## src/rtl/slow_tick_bcd_counter.sv

```systemverilog
// Four-digit BCD tick counter: synchronises slow_clk, turns its rising edges into ticks, counts them under start/stop/clear.
// Optional BCD_DOWN_EN adds a 'down' input for decrementing; outputs are registered, 1-cycle tick/overflow pulses.
module slow_tick_bcd_counter #(
  parameter int SYNC_STAGES = 2,
  parameter int WRAP        = 1
) (
  input  logic        clock_in,
  input  logic        reset,
  input  logic        slow_clk,
  input  logic        start,
  input  logic        stop,
  input  logic        clear,
`ifdef BCD_DOWN_EN
  input  logic        down,
`endif
  output logic [15:0] bcd,
  output logic        running,
  output logic        tick,
  output logic        overflow
);

  typedef enum logic [1:0] {IDLE, RUN, HALT} state_t;

  state_t                 state_q, state_d;
  logic [SYNC_STAGES-1:0] sync_q;
  logic                   hist_q;
  logic [15:0]            cnt_q, cnt_d;
  logic                   running_q, running_d;
  logic                   tick_q, tick_d;
  logic                   ovf_q, ovf_d;
  logic                   edge_det;
  logic                   count_en;
  logic                   terminal;
  logic                   dn;

`ifdef BCD_DOWN_EN
  assign dn = down;
`else
  assign dn = 1'b0;
`endif

  // Ripple one step through the digits; 9999+1 and 0000-1 roll over naturally.
  function automatic logic [15:0] bcd_step(input logic [15:0] v, input logic dec);
    logic [15:0] r;
    logic        carry;
    r     = v;
    carry = 1'b1;
    for (int i = 0; i < 4; i++) begin
      if (carry) begin
        if (!dec) begin
          if (v[4*i +: 4] == 4'd9) begin
            r[4*i +: 4] = 4'd0;
          end else begin
            r[4*i +: 4] = v[4*i +: 4] + 4'd1;
            carry       = 1'b0;
          end
        end else begin
          if (v[4*i +: 4] == 4'd0) begin
            r[4*i +: 4] = 4'd9;
          end else begin
            r[4*i +: 4] = v[4*i +: 4] - 4'd1;
            carry       = 1'b0;
          end
        end
      end
    end
    return r;
  endfunction

  assign edge_det = sync_q[SYNC_STAGES-1] & ~hist_q;
  assign count_en = (state_q == RUN) && edge_det && !clear && !stop;
  assign terminal = dn ? (cnt_q == 16'h0000) : (cnt_q == 16'h9999);

  always_comb begin
    state_d = state_q;
    cnt_d   = cnt_q;
    ovf_d   = 1'b0;
    tick_d  = edge_det;
    if (clear) begin
      state_d = IDLE;
      cnt_d   = 16'h0000;
    end else if (stop) begin
      // stop outranks start even outside RUN, where it simply holds the state
      if (state_q == RUN) state_d = HALT;
    end else if (start && state_q != RUN) begin
      state_d = RUN;
    end else if (count_en) begin
      if (terminal) begin
        ovf_d = 1'b1;
        if (WRAP != 0) cnt_d = bcd_step(cnt_q, dn);
        else           state_d = HALT;
      end else begin
        cnt_d = bcd_step(cnt_q, dn);
      end
    end
    running_d = (state_d == RUN);
  end

  always_ff @(posedge clock_in or posedge reset) begin
    if (reset) begin
      sync_q    <= '0;
      hist_q    <= 1'b0;
      state_q   <= IDLE;
      cnt_q     <= 16'h0000;
      running_q <= 1'b0;
      tick_q    <= 1'b0;
      ovf_q     <= 1'b0;
    end else begin
      sync_q    <= {sync_q[SYNC_STAGES-2:0], slow_clk};
      hist_q    <= sync_q[SYNC_STAGES-1];
      state_q   <= state_d;
      cnt_q     <= cnt_d;
      running_q <= running_d;
      tick_q    <= tick_d;
      ovf_q     <= ovf_d;
    end
  end

  assign bcd      = cnt_q;
  assign running  = running_q;
  assign tick     = tick_q;
  assign overflow = ovf_q;

endmodule
```

## config.mk

```make
export PLATFORM = sky130hd
export DESIGN_NAME = slow_tick_bcd_counter
export DESIGN_NICKNAME = d
export VERILOG_FILES = /design/src/rtl/slow_tick_bcd_counter.sv
export SDC_FILE = /design/constraint.sdc
export NUM_CORES = 1
export LEC_CHECK = 0
export CORE_AREA = 2 2 51 57
export DETAILED_ROUTE_END_ITERATION = 10
export DIE_AREA = 0 0 53 59
export PLACE_DENSITY_LB_ADDON = 0.05
export SETUP_SLACK_MARGIN = 0.4
export SYNTH_ARGS = -nofsm -noshare
export SYNTH_HDL_FRONTEND = slang
export SYNTH_SLANG_ARGS = --single-unit
```

## constraint.sdc

```tcl
create_clock -name clock_in -period 2.1 [get_ports clock_in]
set_input_delay 0.21 -clock clock_in [delete_from_list [all_inputs] [get_ports clock_in]]
set_output_delay 0.21 -clock clock_in [all_outputs]
set_load 0.005 [all_outputs]
```

* Yosys cells after proc, flatten, opt, wreduce, memory -nomap -nowiden
Index checks and enable logic that the tools add are counted.
Storage, ports and cells: input bits 6, output and inout bits 19, flip-flop bits (word level) 24, ROM bits 0, memories 0, latch bits 0, memory bits (writable) 0, logic and storage cells 104
Operators by class: equal/unequal tests 13, $add $sub $neg 4, shift operators 0, $mul 0, bitwise gates (word level) 2, divide/modulo/power cells 0, reduce and logical (&&, ||, !) cells 14, $lt $le $gt $ge 0, mux-type cells 61
Operators with widths (count):
- two-way mux 16 bit | 5
- two-way mux 1 bit | 42
- two-way mux 4 bit | 10
- adder 4 x 1 -> 4 bit (second input constant) | 4
- equality test 16 bit (second input constant) | 1
- equality test 4 bit (second input constant) | 4
- AND reduction 5 bit | 3
- != test 3 x 2 -> 1 bit (second input constant) | 3
- nonzero test 3 bit | 3
- two-way mux 2 bit | 4
- equality test 2 x 1 -> 1 bit (second input constant) | 2
- logical AND 1 bit | 4
- != test 2 x 1 -> 1 bit (second input constant) | 2
- AND reduction 3 bit | 1
- logical NOT 1 bit | 2
- != test 2 bit (second input constant) | 1
- nonzero test 2 bit | 1
- AND 1 bit | 1
- inverter 1 bit | 1

* Logic depth before layout (Yosys ltp)
depth in word-level cells 27, mapped depth 7, gate-level depth less buffers 6

* Least setup slack after synthesis
No wires, ideal clock.
path kind register -> register, start reg cnt_q[1], in the netlist bcd[1], end reg cnt_q[14], in the netlist bcd[14], library setup time 0.120 ns, slack 0.392 ns, period minus slack after synthesis 1.708 ns, required time 1.980 ns, cell stages (with the launch flop) 8, data arrival time 1.588 ns, buffers on the path 1, path through dfrtp_1 > inv_1 > ha_1 > and3b_1 > nand3_1 > buf_2 > o311a_1 > a31o_1
Between the ends: longest elaborated chain between the ends 21, elaborated cells on any way between the ends 45, classes of those cells eq/ne: 3; mux: 40; reduce/logical: 2
Ends and longest elaborated chain:
- start, declared | RTL line 27 | logic [15:0] cnt_q, cnt_d;
- start signal, assigned | RTL line 112 | cnt_q <= cnt_d;
- equality test 4 bit | RTL line 51 | if (v[4*i +: 4] == 4'd9) begin
- two-way mux 1 bit | RTL line 51
- two-way mux 1 bit | RTL line 88 | if (terminal) begin
- two-way mux 1 bit | RTL line 87 | end else if (count_en) begin
- two-way mux 1 bit | RTL line 85 | end else if (start && state_q != RUN) begin
- two-way mux 1 bit | RTL line 82 | end else if (stop) begin
- two-way mux 1 bit | RTL line 79 | if (clear) begin
- two-way mux 1 bit | RTL line 49 | if (carry) begin
- (+5 left out)
- two-way mux 1 bit | RTL line 49
- two-way mux 1 bit | RTL line 88
- two-way mux 1 bit | RTL line 87
- two-way mux 1 bit | RTL line 85
- two-way mux 1 bit | RTL line 82
- two-way mux 1 bit | RTL line 79
- != test 3 x 2 -> 1 bit (no source line) or nonzero test 3 bit (tied branches)
- AND reduction 5 bit (no source line)
Parallel ways exist; a longest one is shown, timed or not. The select of a mux whose other input is x is not followed. A chain may end at the register's enable or synchronous reset.

* Final worst setup path
start reg cnt_q[1], in the netlist bcd[1], end reg cnt_q[10], in the netlist bcd[10]
Between the ends: longest elaborated chain between the ends 15, elaborated cells on any way between the ends 33, classes of those cells eq/ne: 3; mux: 28; reduce/logical: 2
Ends and longest elaborated chain (RTL line):
- equality test 4 bit | 51
- two-way mux 1 bit | 51
- two-way mux 1 bit | 88
- two-way mux 1 bit | 87
- two-way mux 1 bit | 85
- two-way mux 1 bit | 82
- two-way mux 1 bit | 79
- two-way mux 1 bit | 49
- two-way mux 1 bit | 88
- two-way mux 1 bit | 87
- two-way mux 1 bit | 85
- two-way mux 1 bit | 82
- two-way mux 1 bit | 79
- != test 3 x 2 -> 1 bit (no source line) or nonzero test 3 bit (tied branches)
- AND reduction 5 bit (no source line)
Parallel ways exist; a longest one is shown, timed or not. The select of a mux whose other input is x is not followed.

==> flow_summary_export.csv <==
group,metric,value,unit
outcome,status,"finished, final reports clean",
worst_setup_path,critPathArrivalTime,1.94,ns
global_routing,grt_max_degree,25,
die,die_h,59,microns
sta,finalCritPeriodShare,80.36,%
drt,route.vias.total,1059,
worst_setup_path,crit_path_start_kind,"register",
sta,fin_crit,1.688,ns
clock_network,clkLatencyLatePin,0.31,ns
yosys,ys.flop_type,"dfrtp_1",
hold_path,worstHoldPathType,"input port to asynchronous set/reset pin",
yosys,yosysSeqAreaShare,49.18,%
yosys,yosysWarnings,0,
layout,final_nets,176,
power,pwr-share-comb,6.8,%
die,coreArea,0.002496,sq mm
sta,worst_pin_slew,0.2984,ns
die,dieArea,0.003127,sq mm
yosys,synth_seq_cells,24,
clock_network,clk_path_buf_depth,2,
global_routing,antenna_found_initial,0,
sta,finalMaxSlewViolations,0,
layout,diodes,0,
yosys,ys_top_cells_by_area,"dfrtp_1, ha_1, a21oi_1, or3_1, and3b_1",
die,io_pins,25,
sta,whs,0.2227,ns
global_routing,overflow,0,
yosys,syn-instance-count,121,
worst_setup_path,crit_path_cell_trace,"inv_1, ha_1, and3b_2, nand4_4, or4_4, a21oi_2",
clock_network,postCtsHoldBufs,0,
placed_design,dp_slack,0.02854,ns
drt,viasPerCell,5.545,
sta,skew,0.004123,ns
drt,post_drt_wl_per_cell,13.69,microns
clock_network,cts_root_buf,"clkbuf_4",
power,p_leak,0.7231,nW
worst_setup_path,worstPathMaxFanout,8,
power,clkPwrFrac,27.4,%
worst_setup_path,cp.required,2.35,ns
clock_network,cts.clk_slew.worst_paths,0.13,ns
sta,relSlewSlack,79.79,%
layout,drive_above_1_share,21.88,%
worst_setup_path,cpMaxStageDelayCell,"or4_4",
global_routing,grt_pass1_wl,4167,microns
layout,fin_cells,191,
sta,finalHoldViolCount,0,
sta,max_freq,0.5926,GHz
sta,tns,0,ns
placed_design,gp_congestion,0.7355,
power,internal_power,0.5597,mW
placed_design,place_hpwl,1652,microns
yosys,yosysUniqueCellTypes,29,
yosys,synth_nets,135,
die,die_w,53,microns
yosys,netlist.area_leader.share,49.18,%
layout,area_growth,38.73,%
worst_setup_path,critPathMaxStageDelay,0.44,ns
global_routing,grt_pass1_vias,950,
yosys,avgSynthCellArea,10.09,sq um
yosys,netlist_area,0.001221,sq mm
worst_setup_path,cp_top_family,"simple AND/OR/NAND/NOR gates",
die,start_util,48.92,%
power,ir_worst_vdd,0.3356,mV
clock_network,cts_tree,"built",
sta,report.final.setup_viol,0,
placed_design,port_buffers,24,
yosys,async_flop_share,100.0,%
global_routing,grtUsageTotal,17.79,%
drt,drtPass1Iterations,4,
drt,drt_wl_total,2615,microns
clock_network,cts.sinks,24,
placed_design,dp.cells,176,
power,p_total,0.7252,mW
drt,drc,0,
clock_network,cts_buffers,3,
worst_setup_path,critPathBufInv,1,
sta,layout_setup_ws,0.4124,ns
yosys,yosysTopAreaCell,"dfrtp_1",
run,drv_cap,0,
die,num_rows,19,
drt,ant_nets,0,
drt,drtIter0Drc,16,
yosys,synth_edf_count,0,
clock_network,htree_levels,1,
power,swShare,22.82,%
power,p_seq_share,65.9,%
power,power.density,428.1,mW/mm^2
sta,rsz0062_at_grt,"true",
power,p_sw,0.1655,mW
worst_setup_path,path_class,"register to register",
worst_setup_path,cp-end-kind,"register",
## layout by cell type (no fill, tap or decap), types with 2 or more instances in the layout
cell	count
o21ai_0	6
nor2_1	3
inv_1	9
a21oi_1	12
buf_4	14
dfrtp_1	21
dfrtp_2	3
or3_1	9
clkbuf_4	3
a21oi_2	2
nand3_1	5
clkdlybuf4s50_1	24
ha_1	8
or4_1	2
nand2_1	8
nor2b_1	5
and3b_2	3
o31ai_2	2
## synth_stat cells, types with 2 or more instances
cell type and count:
inv_1 9, and3b_1 4, or3_1 10, nor2_1 3
ha_1 8, a21oi_1 14, or4_1 3, clkbuf_1 2
nand2_1 9, o31ai_1 2, nand3_1 6, o21ai_0 7
dfrtp_1 24, nor2b_1 5
## path summary, 6_finish.rpt
| path | from | end | slack, ns | depth (start not counted) |
|---|---|---|---|---|
| worst max-delay path | bcd[1]$_DFFE_PP0P_ | bcd[10]$_DFFE_PP0P_ | 0.41 | 6 |
| worst min-delay path | reset | bcd[6]$_DFFE_PP0P_ | 0.22 | 3 |
| worst max register to register | bcd[1]$_DFFE_PP0P_ | bcd[10]$_DFFE_PP0P_ | 0.41 | 6 |
| worst min register to register | sync_q[0]$_DFF_PP0_ | sync_q[1]$_DFF_PP0_ | 0.37 | 0 |
| max in group asynchronous | reset | state_q[0]$_DFF_PP0_ | 1.62 | 3 |
| min in group clock_in | slow_clk | sync_q[0]$_DFF_PP0_ | 0.33 | 1 |
## kinds of logic after synthesis
kind of cell    synth area share [%]
simple gates                   24.18
mux                           0.8197
fa+ha+maj                      8.197
compound gates                 13.83
flops                          49.18
buf+inv                        3.791
## layout make-up
cell class,count,area (sq um)
Fill cell,209,802.0
Multi-Input combinational cell,86,649.4
Sequential cell,24,604.3
Timing Repair Buffer,38,345.3
Tap cell,31,38.79
Inverter,9,33.78
Clock buffer,3,22.52
## flip-flops by register name (all words and copies together), names as in the netlist
signal    cells
overflow      1
tick          1
state_q       2
running       1
sync_q        2
hist_q        1
bcd          16
## per-layer routing
layer	global-route usage, %	up-vias	routed length, microns
li1	-	515	-
met1	23.93	522	1216
met2	29.29	18	1303
met3	2.273	4	66
met4	6.593	0	29
met5	0	-	0
## through the flow
stage,cell area [sq um],utilization [%]
2_1_floorplan,1222,-
3_3_place_gp,1511,60.55
3_5_place_dp,1511,60.55
4_1_cts,1607,64.36
5_1_grt,1694,67.87
6_report,1694,67.87
## worst min-delay path, delay by kind of cell
kind                   cells  cell delay (ns)
buffers and inverters      3             0.73
## power groups by stage
stage	Sequential (mW)	Clock [mW]	Combinational [mW]
finish	0.478	0.198	0.0492
global route	0.479	0.219	0.0544
CTS	0.477	0.206	0.0484
detailed placement	0.485	0	0.0453
global placement	0.485	0	0.0449
floorplan	0.484	0	0.0208
## repair_timing
item	CTS	global route
setup endpoints to repair	12	9
cloned	0	1
gates resized for setup	7	12
hold endpoints to repair	0	0
pin swaps	1	4
buffers inserted	6	5
Power figures use the tool's default switching activity.
